## src/rtl/cache_fill_arbiter.sv

```systemverilog
// Two-channel cache fill controller: arbitrates D/I misses (D first) onto one
// pipelined read port, counts in-order responses and drives array write enables.
module cache_fill_arbiter #(
  parameter int ADDR_W      = 16,
  parameter int WORD_BYTES  = 2,
  parameter int BLOCK_WORDS = 8
) (
  input  logic                           clk,
  input  logic                           rst,
  input  logic                           d_miss,
  input  logic [ADDR_W-1:0]              d_miss_addr,
  input  logic                           i_miss,
  input  logic [ADDR_W-1:0]              i_miss_addr,
  output logic                           d_busy,
  output logic                           i_busy,
  output logic                           d_write_data,
  output logic                           i_write_data,
  output logic                           d_write_tag,
  output logic                           i_write_tag,
  output logic [$clog2(BLOCK_WORDS)-1:0] word_offset,
  output logic [ADDR_W-1:0]              fill_addr,
  output logic                           mem_req,
  output logic [ADDR_W-1:0]              mem_addr,
  input  logic                           mem_ready,
  input  logic                           mem_data_valid
);

  localparam int OFF_W = $clog2(BLOCK_WORDS);
  localparam int CNT_W = OFF_W + 1;
  localparam int WB_SH = $clog2(WORD_BYTES);
  localparam logic [CNT_W-1:0]  CNT_FULL  = CNT_W'(BLOCK_WORDS);
  localparam logic [CNT_W-1:0]  CNT_LAST  = CNT_W'(BLOCK_WORDS - 1);
  localparam logic [ADDR_W-1:0] BASE_MASK = ~ADDR_W'(BLOCK_WORDS * WORD_BYTES - 1);

  typedef enum logic [1:0] {
    ST_IDLE = 2'd0,
    ST_FILL = 2'd1,
    ST_DONE = 2'd2
  } state_t;

  state_t             state_r;
  state_t             state_nx_s;
  logic               owner_i_r;   // 1: the I-cache owns the current fill
  logic [ADDR_W-1:0]  base_r;
  logic [CNT_W-1:0]   req_cnt_r;
  logic [CNT_W-1:0]   resp_cnt_r;
  logic               grant_s;
  logic               grant_i_s;
  logic [ADDR_W-1:0]  miss_addr_s;
  logic               in_idle_s;
  logic               in_fill_s;
  logic               in_done_s;
  logic               req_fire_s;
  logic               resp_fire_s;

  assign in_idle_s   = (state_r == ST_IDLE);
  assign in_fill_s   = (state_r == ST_FILL);
  assign in_done_s   = (state_r == ST_DONE);
  assign req_fire_s  = mem_req & mem_ready;
  // Responses outside FILL are stray and must not touch the arrays or counters.
  assign resp_fire_s = in_fill_s & mem_data_valid;
  assign miss_addr_s = grant_i_s ? i_miss_addr : d_miss_addr;

  // Next-state and grant decode with fixed D-over-I priority.
  always_comb begin
    state_nx_s = state_r;
    grant_s    = 1'b0;
    grant_i_s  = 1'b0;
    case (state_r)
      ST_IDLE: begin
        if (d_miss) begin
          grant_s    = 1'b1;
          state_nx_s = ST_FILL;
        end else if (i_miss) begin
          grant_s    = 1'b1;
          grant_i_s  = 1'b1;
          state_nx_s = ST_FILL;
        end else begin
          state_nx_s = ST_IDLE;
        end
      end
      ST_FILL: begin
        if (resp_fire_s && (resp_cnt_r == CNT_LAST)) begin
          state_nx_s = ST_DONE;
        end else begin
          state_nx_s = ST_FILL;
        end
      end
      ST_DONE: state_nx_s = ST_IDLE;
      default: state_nx_s = ST_IDLE;
    endcase
  end

  // State, owner and block base registers.
  always_ff @(posedge clk) begin
    if (rst) begin
      state_r   <= ST_IDLE;
      owner_i_r <= 1'b0;
      base_r    <= {ADDR_W{1'b0}};
    end else begin
      state_r <= state_nx_s;
      if (grant_s) begin
        owner_i_r <= grant_i_s;
        base_r    <= miss_addr_s & BASE_MASK;
      end
    end
  end

  // Request and response counters run independently; both clear once the tag is written.
  always_ff @(posedge clk) begin
    if (rst) begin
      req_cnt_r  <= {CNT_W{1'b0}};
      resp_cnt_r <= {CNT_W{1'b0}};
    end else if (in_done_s) begin
      req_cnt_r  <= {CNT_W{1'b0}};
      resp_cnt_r <= {CNT_W{1'b0}};
    end else begin
      if (req_fire_s) begin
        req_cnt_r <= req_cnt_r + CNT_W'(1);
      end
      if (resp_fire_s) begin
        resp_cnt_r <= resp_cnt_r + CNT_W'(1);
      end
    end
  end

  // Request side is derived only from registered state, never from mem_ready.
  assign mem_req  = in_fill_s & (req_cnt_r < CNT_FULL);
  assign mem_addr = mem_req ? (base_r + (ADDR_W'(req_cnt_r) << WB_SH)) : {ADDR_W{1'b0}};

  assign fill_addr    = base_r;
  assign word_offset  = resp_cnt_r[OFF_W-1:0];
  assign d_write_data = resp_fire_s & ~owner_i_r;
  assign i_write_data = resp_fire_s & owner_i_r;
  assign d_write_tag  = in_done_s & ~owner_i_r;
  assign i_write_tag  = in_done_s & owner_i_r;
  assign d_busy       = d_miss | (~owner_i_r & ~in_idle_s);
  assign i_busy       = i_miss | (owner_i_r & ~in_idle_s);

endmodule
```

## config.mk

```make
export PLATFORM = sky130hd
export DESIGN_NAME = cache_fill_arbiter
export DESIGN_NICKNAME = d
export VERILOG_FILES = /design/src/rtl/cache_fill_arbiter.sv
export SDC_FILE = /design/constraint.sdc
export NUM_CORES = 1
export LEC_CHECK = 0
export ABC_AREA = 1
export BUFFER_PORTS_ARGS = -buffer_cell sky130_fd_sc_hd__clkbuf_2
export CAP_MARGIN = 20
export CORE_ASPECT_RATIO = 1.75
export CORE_MARGIN = 8
export CORE_UTILIZATION = 35
export DETAILED_ROUTE_END_ITERATION = 10
export GPL_ROUTABILITY_DRIVEN = 0
export GPL_TIMING_DRIVEN = 0
export PLACE_DENSITY_LB_ADDON = 0.15
export SLEW_MARGIN = 10
export SYNTH_ARGS = -nofsm -noshare
export SYNTH_HDL_FRONTEND = slang
export SYNTH_SLANG_ARGS = --single-unit
export TNS_END_PERCENT = 10
```

## constraint.sdc

```tcl
create_clock -name clk -period 1.4 [get_ports clk]
set_input_delay 0.28 -clock clk [delete_from_list [all_inputs] [get_ports clk]]
set_output_delay 0.28 -clock clk [all_outputs]
set_load 0.02 [all_outputs]
```

==> results of run 1 <==
## final timing paths
kind,from,to,slack (ps),cells past startpoint
setup / recovery,fill_addr[4]$_SDFFE_PP0P_,mem_addr[15],-360,8
hold reg to reg,req_cnt_r[0]$_SDFFE_PP0P_,req_cnt_r[0]$_SDFFE_PP0P_,490,2
hold / removal,d_miss_addr[10],fill_addr[10]$_SDFFE_PP0P_,290,5
setup reg to reg,state_r[1]$_SDFF_PP0_,fill_addr[8]$_SDFFE_PP0P_,130,7
## kinds of logic (layout without fill, tap and decap cells)
| family | count (synthesis) | count (layout) |
|---|---|---|
| fa+ha+maj | 4 | 4 |
| flops | 23 | 23 |
| compound gates | 39 | 39 |
| xor+xnor | 1 | 1 |
| simple gates | 134 | 134 |
| buf+inv | 61 | 136 |
| other cells | 1 | 5 |
## Yosys cell counts
master	count	area [µm²]
sky130_fd_sc_hd__nand3_1	31	155
sky130_fd_sc_hd__dfxtp_1	23	460
sky130_fd_sc_hd__nand3b_4	1	20.0
sky130_fd_sc_hd__inv_1	43	161
sky130_fd_sc_hd__nand2_1	64	240
sky130_fd_sc_hd__nand4_1	1	6.26
sky130_fd_sc_hd__conb_1	1	3.75
sky130_fd_sc_hd__nor2_4	1	11.3
sky130_fd_sc_hd__o21ai_0	6	30.0
sky130_fd_sc_hd__o21bai_1	2	15.0
sky130_fd_sc_hd__o21ai_1	1	5.00
sky130_fd_sc_hd__nor3_1	3	15.0
sky130_fd_sc_hd__nor2_1	33	124
sky130_fd_sc_hd__xor2_1	1	8.76
sky130_fd_sc_hd__inv_2	2	7.51
sky130_fd_sc_hd__buf_4	11	82.6
sky130_fd_sc_hd__ha_1	4	50.1
sky130_fd_sc_hd__clkbuf_1	2	7.51
sky130_fd_sc_hd__o21ai_2	1	8.76
sky130_fd_sc_hd__buf_2	3	15.0
sky130_fd_sc_hd__a21oi_1	29	145
## report_power, final
group / switching (W) / total [W] / internal [W]
registers: 0.0000694 / 0.000773 / 0.000704
logic: 0.000370 / 0.000619 / 0.000250
clock network: 0.000219 / 0.000422 / 0.000203
## cell usage in the layout, fill, tap and decap left out, types with 3 or more instances in the layout
master                     synthesis  layout
sky130_fd_sc_hd__nor2_2            0       6
sky130_fd_sc_hd__nand3_1          31      28
sky130_fd_sc_hd__buf_4            11      20
sky130_fd_sc_hd__inv_1            43      41
sky130_fd_sc_hd__clkbuf_2          0      47
sky130_fd_sc_hd__a21oi_1          29      24
sky130_fd_sc_hd__conb_1            1       5
sky130_fd_sc_hd__nand2_2           0       6
sky130_fd_sc_hd__dfxtp_4           0       3
sky130_fd_sc_hd__nor2_1           33      20
sky130_fd_sc_hd__clkbuf_1          2       3
sky130_fd_sc_hd__buf_2             3       3
sky130_fd_sc_hd__a21oi_2           0       5
sky130_fd_sc_hd__buf_6             0       3
sky130_fd_sc_hd__nand2_1          64      56
sky130_fd_sc_hd__dfxtp_2           0       6
sky130_fd_sc_hd__dfxtp_1          23      14
sky130_fd_sc_hd__o21ai_0           6       6
sky130_fd_sc_hd__nor2_4            1       8
sky130_fd_sc_hd__clkbuf_8          0      13
## worst min-delay path: cells and delay by family
family | cells | cell delay [ps]
buffers and inverters | 2 | 120
AND/OR/NAND/NOR | 3 | 140
## routing by layer
| metal | GRT usage | wire [µm] | vias to the layer above |
|---|---|---|---|
| met5 | 0 | 0 | - |
| li1 | - | - | 968 |
| met1 | 0.136 | 1660 | 827 |
| met2 | 0.277 | 2850 | 50 |
| met3 | 0.0257 | 326 | 9 |
| met4 | 0.0661 | 120 | 0 |
## registers in the layout, indices dropped and copies added (netlist names)
register and flops:
fill_addr 12, req_cnt_r 4, state_r 2, resp_cnt_r 4, owner_i_r 1
## through the flow
step / area [µm²] / total power (W) / instances
floorplan: 1650 / 0.00114 / 267
global placement: 2040 / 0.00132 / 383
detailed placement: 2040 / 0.00132 / 383
CTS: 2350 / 0.00181 / 392
global route: 2400 / 0.00193 / 393
finish: 2400 / 0.00182 / 393
## timing repair
action / in CTS / in global routing
pin swaps: 10 / 10
resized for setup: 65 / 22
hold buffers: 0 / 0
setup endpoints to repair: 22 / 22
buffers inserted: 5 / 1
## final cells by class
cell class	instances	area, µm²	area share
tap	51	63.8	0.0265
sequential	23	479	0.199
inverter	45	174	0.0723
clock buffer	4	45.0	0.0187
multi-input combinational	183	1030	0.430
timing repair buffer	71	490	0.204
buffer	16	119	0.0494
==> results.md, run 1 <==
- Series of cell instances along the critical path: ha_4 > nand2_2 > nor2_4 > buf_4 > nand4_1 > nand2_1 > nor2_2 > buf_4
- Detailed-placement wirelength estimate: about 4.0 mm
- Fraction of the yosys area taken by sequential cells: 0.293
- Number of DRC violations after detailed-routing iteration 0: 38
- Worst stage delay on the critical path: a little under 400 ps
- Wirelength per Cell: about 13 µm
- Global-route usage over all layers: 0.144
- Total of max-cap violations: 0
- Overall die area: around 0.0070 mm²
- Violated checks: setup timing
- VDD IR-drop max: about 0.00056 V
- Root cell of the clock tree: sky130_fd_sc_hd__clkbuf_8
- Via count of the first global-routing pass: roughly 1800
- Final setup skew: ~8.0 ps
- Xor and xnor area share after synthesis: 0.00557
- Maximum number of pins on one net before global-route repair: 13
- Final core utilization: 0.551
- Path type of the worst min-delay path: input port to flip-flop
- Post-route setup slack: -356 ps
- Total I/O pin count: 80
- Final count of pins violating max slew: 0
- Power density relative to cell area: between 700 and 800 mW/mm²
- Number of buffer cells added on primary ports: 65
- Setup slack at placement: -287 ps
- Simple logic cell fraction of the synthesized area: 0.364
- Depth of the CTS H-tree: 1
- Outcome: finished with violations
- Final number of setup-violating endpoints: 18
- Cells after synthesis: between 200 and 300
- Fraction of final layout cells with drive strength greater than 1: 0.401
- Largest buffer count on any clock path: 2
- Detailed-route vias per instance: ~4.7
- Wire length reported by the detailed router: about 5.0 mm
- Fraction of the mapped netlist area in compound gates: 0.130
- Die height: about 100 µm
- Sinks on the clock net: 23
- Arrival time reported for the critical path endpoint: 1480 ps
- Final ANT Viol Nets: 0
- Leakage power figure: 1.24 nW
- Net count, final: roughly 390
- CP Class: flip-flop to output pin
- Final critical-path required period: 1760 ps
- First-pass iteration count of the detailed router: 4
- Die W: 66.7 µm
- Row cnt: 32
- Setup repair after global routing missed its margin: yes
- Sum of buffers and inverters on the critical path: 2
- Placeable Area: between 0.004 and 0.005 mm²
- Congestion Overflow GR: 0
- Most common cell on crit path: sky130_fd_sc_hd__buf_4
- Clock latency of the later-clocked register in the worst-skew pair: roughly 270 ps
- Multiplexer fraction of the synthesized cell area: 0
- CP endpoint kind: output pin
- Highest attainable clock frequency: ~570 MHz
- Post-synthesis average cell area: approximately 6 µm²
- Number of CTS-inserted buffers: 3
- Wire length of the first global-routing pass: between 8 and 9 mm
- Cell area after synthesis: 0.00157 mm²
- Layout overhead on the synthesized area: 52.9%
- Number of warnings issued by yosys: 0
- Data required, critical path: 1120 ps
- Clock slew at reported path FFs: 90 ps
- Flops & latches, synth: 23
- Clock tree from TritonCTS: done
- DRC: 0
- Worst hold margin: 292 ps
- Ratio of final minimum period to clock period: 1.25
- Post-Route Setup TNS: -4090 ps
- Final number of hold-violating endpoints: 0
- Starting utilization of the core area: 0.360
- Number of antenna violations at the first check in global routing: 0
- Ant diodes: 0
- Highest-delay cell along the critical path: sky130_fd_sc_hd__dfxtp_4
- Post-synth cell types: 21
- Via Count: between 1500 and 2000
- Adder-cell share of the synthesized area: 0.0318
- CP startpoint kind: flip-flop
- Fill cell count: ~470
- Maximum net fanout on the critical path: 4
- Dominant delay contributor by cell family on the critical path: simple AND/OR/NAND/NOR gates
- Largest family of logic cells by synthesized area: simple AND/OR/NAND/NOR gates
(Power assumes the default switching activity.)
==> run 2, diff against run 1 <==
--- a/config.mk
+++ b/config.mk
@@ -10,11 +10,11 @@
 export CAP_MARGIN = 20
 export CORE_ASPECT_RATIO = 1.75
 export CORE_MARGIN = 8
-export CORE_UTILIZATION = 35
+export CORE_UTILIZATION = 40
 export DETAILED_ROUTE_END_ITERATION = 10
 export GPL_ROUTABILITY_DRIVEN = 0
 export GPL_TIMING_DRIVEN = 0
-export PLACE_DENSITY_LB_ADDON = 0.15
+export PLACE_DENSITY = 0.69
 export SLEW_MARGIN = 10
 export SYNTH_ARGS = -nofsm -noshare
 export SYNTH_HDL_FRONTEND = slang
==> results.md, run 2 (synthesis results as in run 1) <==
- Maximum number of pins on one net before global-route repair: 14
- Total I/O pin count: 80
- Overall die area: 0.00627 mm²
- Fraction of final layout cells with drive strength greater than 1: 0.405
- Final critical-path required period: 1770 ps
- Max reg flops: 12
- Slew at the pin closest to its max-slew limit: ~530 ps
- Row cnt: 30
- Placeable Area: 0.00383 mm²
- Ratio of final minimum period to clock period: 1.26
- Worst hold margin: between 200 and 300 ps
- Arrival time reported for the critical path endpoint: around 1500 ps
- Root cell of the clock tree: sky130_fd_sc_hd__clkbuf_8
- Wirelength per Cell: between 10 and 15 µm
- Highest attainable clock frequency: 565 MHz
- Layout overhead on the synthesized area: 52.3%
- Final ANT Viol Nets: 0
- Via count of the first global-routing pass: 1868
- Clock slew at reported path FFs: around 80 ps
- Depth of the CTS H-tree: 1
- Violated checks: setup timing
- Clock tree from TritonCTS: done
- Number of antenna violations at the first check in global routing: 0
- Congestion Overflow GR: 0
- Via Count: about 1900
- Final number of setup-violating endpoints: 18
- Clock latency of the later-clocked register in the worst-skew pair: 260 ps
- Total of max-cap violations: 0
- Number of DRC violations after detailed-routing iteration 0: 40
- Detailed-route vias per instance: about 4.8
- Power density relative to cell area: about 750 mW/mm²
- DRC: 0
- Die height: slightly below 100 µm
- Final count of pins violating max slew: 0
- Largest buffer count on any clock path: 2
- Sinks on the clock net: 23
- Setup slack at placement: -390 ps
- Setup repair after global routing missed its margin: yes
- Total area of sequential cells: 482 µm²
- Number of CTS-inserted buffers: 3
- Wire length of the first global-routing pass: just over 8 mm
- Die W: 63.4 µm
- Outcome: finished with violations
- Final setup skew: approximately 1.7 ps
- Most frequent standard cell in the layout excluding fill and tap cells: sky130_fd_sc_hd__nand2_1
- Path type of the worst min-delay path: input port to flip-flop
- Maximum net fanout on the critical path: 4
- Net count, final: between 300 and 400
- Global-route usage over all layers: 0.156
- Post-route setup slack: -370 ps
- Data required, critical path: about 1100 ps
- Number of buffer cells added on primary ports: 65
- VDD IR-drop max: around 0.00084 V
- CP startpoint kind: flip-flop
- Starting utilization of the core area: 0.411
- Leakage power figure: about 1.2 nW
- Fill cell count: between 300 and 400
- CP endpoint kind: output pin
- Final number of hold-violating endpoints: 0
- First-pass iteration count of the detailed router: 5
- Ant diodes: 0
- Most frequent cells in the layout: sky130_fd_sc_hd__nand2_1 (57), sky130_fd_sc_hd__clkbuf_2 (44), sky130_fd_sc_hd__inv_1 (41)
- Headroom to the max-slew limit: 0.649
- Area of the multi-input gates: between 0.001 and 0.0015 mm²
- Detailed-placement wirelength estimate: a little under 4 mm
- Wire length reported by the detailed router: 4.90 mm
- CP Class: flip-flop to output pin
-- run 2: report_power, final --
group / switching, W / internal [W] / total [W]
logic: 0.000367 / 0.000250 / 0.000617
registers: 0.0000685 / 0.000705 / 0.000773
clock network: 0.000218 / 0.000199 / 0.000416
total: 0.000653 / 0.00115 / 0.00181
-- run 2: worst paths after layout --
path / from / endpoint / slack [ps] / cells after the start
min reg2reg: req_cnt_r[0]$_SDFFE_PP0P_ / req_cnt_r[0]$_SDFFE_PP0P_ / 490 / 2
max: req_cnt_r[3]$_SDFFE_PP0P_ / mem_addr[13] / -370 / 8
max reg2reg: state_r[1]$_SDFF_PP0_ / fill_addr[9]$_SDFFE_PP0P_ / 130 / 7
min: d_miss_addr[10] / fill_addr[10]$_SDFFE_PP0P_ / 290 / 5
-- run 2: layer usage --
| metal | routed length [µm] | global-route usage |
|---|---|---|
| met2 | 2690 | 0.307 |
| met4 | 116 | 0.0553 |
| met1 | 1760 | 0.143 |
| met5 | 0 | 0 |
| met3 | 335 | 0.0443 |
-- run 2: stage by stage --
step	total power (W)	instances	utilization	TNS [ps]	area, µm²
2_1_floorplan	0.00114	267	-	-660	1650
3_3_place_gp	0.00131	380	0.531	-2630	2030
3_5_place_dp	0.00132	380	0.531	-2680	2030
4_1_cts	0.00180	387	0.610	-4370	2340
5_1_grt	0.00191	389	0.625	-5520	2390
6_report	0.00181	389	0.625	-4190	2390
-- run 2: timing repair --
item,4_1_cts,5_1_grt
hold buffers,0,0
endpoints found under the hold margin,0,0
pin swaps,10,9
resized for setup,65,26
setup buffers,3,2
endpoints found under the setup margin,22,23
-- run 2: worst max-delay path, cell delays in order (launching register included) --
cell and delay [ps]:
sky130_fd_sc_hd__dfxtp_4 400, sky130_fd_sc_hd__ha_4 170, sky130_fd_sc_hd__nand3_4 90, sky130_fd_sc_hd__nor2_4 140, sky130_fd_sc_hd__nand2_2 80, sky130_fd_sc_hd__nand2_2 60, sky130_fd_sc_hd__nand2_2 60, sky130_fd_sc_hd__nor2_4 110
sky130_fd_sc_hd__buf_8 110
-- run 2: area by class of cell --
class,instances,area share
Inverter,45,0.0726
Clock buffer,3,0.0172
Timing Repair Buffer,70,0.203
Sequential cell,23,0.201
Tap cell,48,0.0251
Buffer,16,0.0491
Clock inverter,1,0.00209
Multi-Input combinational cell,183,0.430
==> run 3, diff against run 2 <==
--- a/config.mk
+++ b/config.mk
@@ -13,8 +13,9 @@
 export CORE_UTILIZATION = 40
 export DETAILED_ROUTE_END_ITERATION = 10
 export GPL_ROUTABILITY_DRIVEN = 0
-export GPL_TIMING_DRIVEN = 0
+export GPL_TIMING_DRIVEN = 1
 export PLACE_DENSITY = 0.69
+export SKIP_LAST_GASP = 1
 export SLEW_MARGIN = 10
 export SYNTH_ARGS = -nofsm -noshare
 export SYNTH_HDL_FRONTEND = slang
==> results.md, run 3 (synthesis results as in run 1) <==
- Outcome: finished with violations
- Violated checks: setup timing
- DRC: 0
- Arrival time reported for the critical path endpoint: 1490 ps
- First-pass iteration count of the detailed router: 4
- Fraction of final layout cells with drive strength greater than 1: 0.390
- Number of DRC violations after detailed-routing iteration 0: 52
- Most common cell on crit path: sky130_fd_sc_hd__nand2_1
- Depth of the CTS H-tree: 1
- Row cnt: 30
- Global-route usage over all layers: 0.160
- Detailed-placement wirelength estimate: 3.95 mm
- Wirelength per Cell: 12.0 µm
- Total Power: roughly 0.0018 W
- Via Count: about 1900
- Setup bufs post-CTS: 0
- Worst stage delay on the critical path: around 400 ps
- Ant diodes: 0
- Setup slack at placement: -282 ps
- Path type of the worst min-delay path: input port to flip-flop
- Maximum net fanout on the critical path: 4
- Total of max-cap violations: 0
- Post-Route Setup TNS: -4960 ps
- Cell Area, Placed: approximately 0.0022 mm²
- Dominant delay contributor by cell family on the critical path: simple AND/OR/NAND/NOR gates
- Max reg flops: 12
- Series of cell instances along the critical path: ha_4 > nand2_4 > nor2_4 > nand3_2 > nand2_2 > nand2_1 > nand2_1 > inv_1 > clkbuf_8
- Placeable Area: approximately 0.0038 mm²
- Final number of hold-violating endpoints: 0
- Post-route setup slack: -367 ps
- Congestion Overflow GR: 0
- Most frequent standard cell in the layout excluding fill and tap cells: sky130_fd_sc_hd__clkbuf_2
- CP startpoint kind: flip-flop
- Final count of pins violating max slew: 0
- Sum of buffers and inverters on the critical path: 2
- CP Class: flip-flop to output pin
- Maximum number of pins on one net before global-route repair: 16
- Wire length of the first global-routing pass: around 8.5 mm
- Final standard cell area without fillers: around 0.0023 mm²
- Most frequent cells in the layout: sky130_fd_sc_hd__clkbuf_2 (61), sky130_fd_sc_hd__nand2_1 (57), sky130_fd_sc_hd__inv_1 (42)
- Detailed-route vias per instance: 4.79
- Reg2Reg Setup Slack: -10 ps
- Die W: between 60 and 70 µm
- Final number of setup-violating endpoints: 23
- Number of CTS-inserted buffers: 3
- Number of buffer cells added on primary ports: 66
- Hold buffer count at cts: 0
- Final ANT Viol Nets: 0
- Total I/O pin count: 80
- Root cell of the clock tree: sky130_fd_sc_hd__clkbuf_8
- Data required, critical path: around 1100 ps
- Clock slew at reported path FFs: 90 ps
- Starting utilization of the core area: 0.411
- Overall die area: around 0.0063 mm²
- Clock latency of the later-clocked register in the worst-skew pair: approximately 270 ps
- Via count of the first global-routing pass: between 1500 and 2000
- Net count, final: between 300 and 400
- Leakage power figure: 1.25 nW
- Final setup skew: a little under 4 ps
- Largest buffer count on any clock path: 2
- Highest-delay cell along the critical path: sky130_fd_sc_hd__dfxtp_4
- Sinks on the clock net: 23
- Die height: 99.0 µm
- Highest attainable clock frequency: between 500 and 600 MHz
- Power density relative to cell area: roughly 780 mW/mm²
- Layout overhead on the synthesized area: 48.6%
- Final critical-path required period: 1770 ps
- Wire length reported by the detailed router: 4.77 mm
- Ratio of final minimum period to clock period: 1.26
- VDD IR-drop max: slightly above 0.0007 V
- Clock tree from TritonCTS: done
- Setup repair after global routing missed its margin: yes
- CP endpoint kind: output pin
- Number of antenna violations at the first check in global routing: 0
run 3: cell count changes in the layout (fill, tap and decap cells not counted), moves of 4 or more:
cell | previous run | this run
sky130_fd_sc_hd__buf_4 | 18 | 27
sky130_fd_sc_hd__clkbuf_2 | 44 | 61
sky130_fd_sc_hd__clkbuf_4 | 4 | 0
sky130_fd_sc_hd__dfxtp_2 | 8 | 1
sky130_fd_sc_hd__clkbuf_8 | 12 | 5
sky130_fd_sc_hd__dfxtp_1 | 12 | 20
run 3: tightest hold or removal path, cell delays in order:
cell and delay [ps]:
sky130_fd_sc_hd__clkbuf_2 70, sky130_fd_sc_hd__nand2_1 40, sky130_fd_sc_hd__nand3_1 60, sky130_fd_sc_hd__nand2_1 40, sky130_fd_sc_hd__inv_1 40
run 3: per-layer routing:
metal / part of all wire / wire length (µm) / track usage / up-vias
met5: 0 / 0 / 0 / -
met4: 0.028 / 134 / 0.0777 / 0
met3: 0.057 / 271 / 0.0386 / 11
met2: 0.53 / 2540 / 0.304 / 52
met1: 0.38 / 1820 / 0.154 / 859
li1: - / - / - / 979
run 3: path summary, 6_finish.rpt:
check                               endpoint  cells past startpoint                      start
hold / removal    fill_addr[14]$_SDFFE_PP0P_                      5            d_miss_addr[14]
setup / recovery                mem_addr[14]                      9  req_cnt_r[3]$_SDFFE_PP0P_
hold reg to reg    req_cnt_r[0]$_SDFFE_PP0P_                      2  req_cnt_r[0]$_SDFFE_PP0P_
setup reg to reg   fill_addr[9]$_SDFFE_PP0P_                      7      state_r[0]$_SDFF_PP0_
run 3: layout make-up:
type,count,area [µm²]
Inverter,45,169
Timing Repair Buffer,94,593
Sequential cell,23,469
Fill cell,388,1490
Tap cell,48,60.1
Clock inverter,1,5.00
Multi-Input combinational cell,183,1000
Clock buffer,3,41.3
run 3: power by group:
part / internal (W) / switching [W]
registers: 0.000701 / 0.0000431
logic: 0.000259 / 0.000385
clock network: 0.000199 / 0.000231
run 3: metrics by stage:
stage          std cells  utilization  hold WS, ps
6_report             397        0.610          291
5_1_grt              397        0.610          321
4_1_cts              397        0.598          295
3_5_place_dp         393        0.563          477
3_3_place_gp         393        0.563          472
2_1_floorplan        267            -          454
run 3: repair_timing:
item                                    CTS  global route
resized for setup                        25            16
hold endpoints to repair                  0             0
pin swaps                                 7             4
endpoints found under the setup margin   25            34
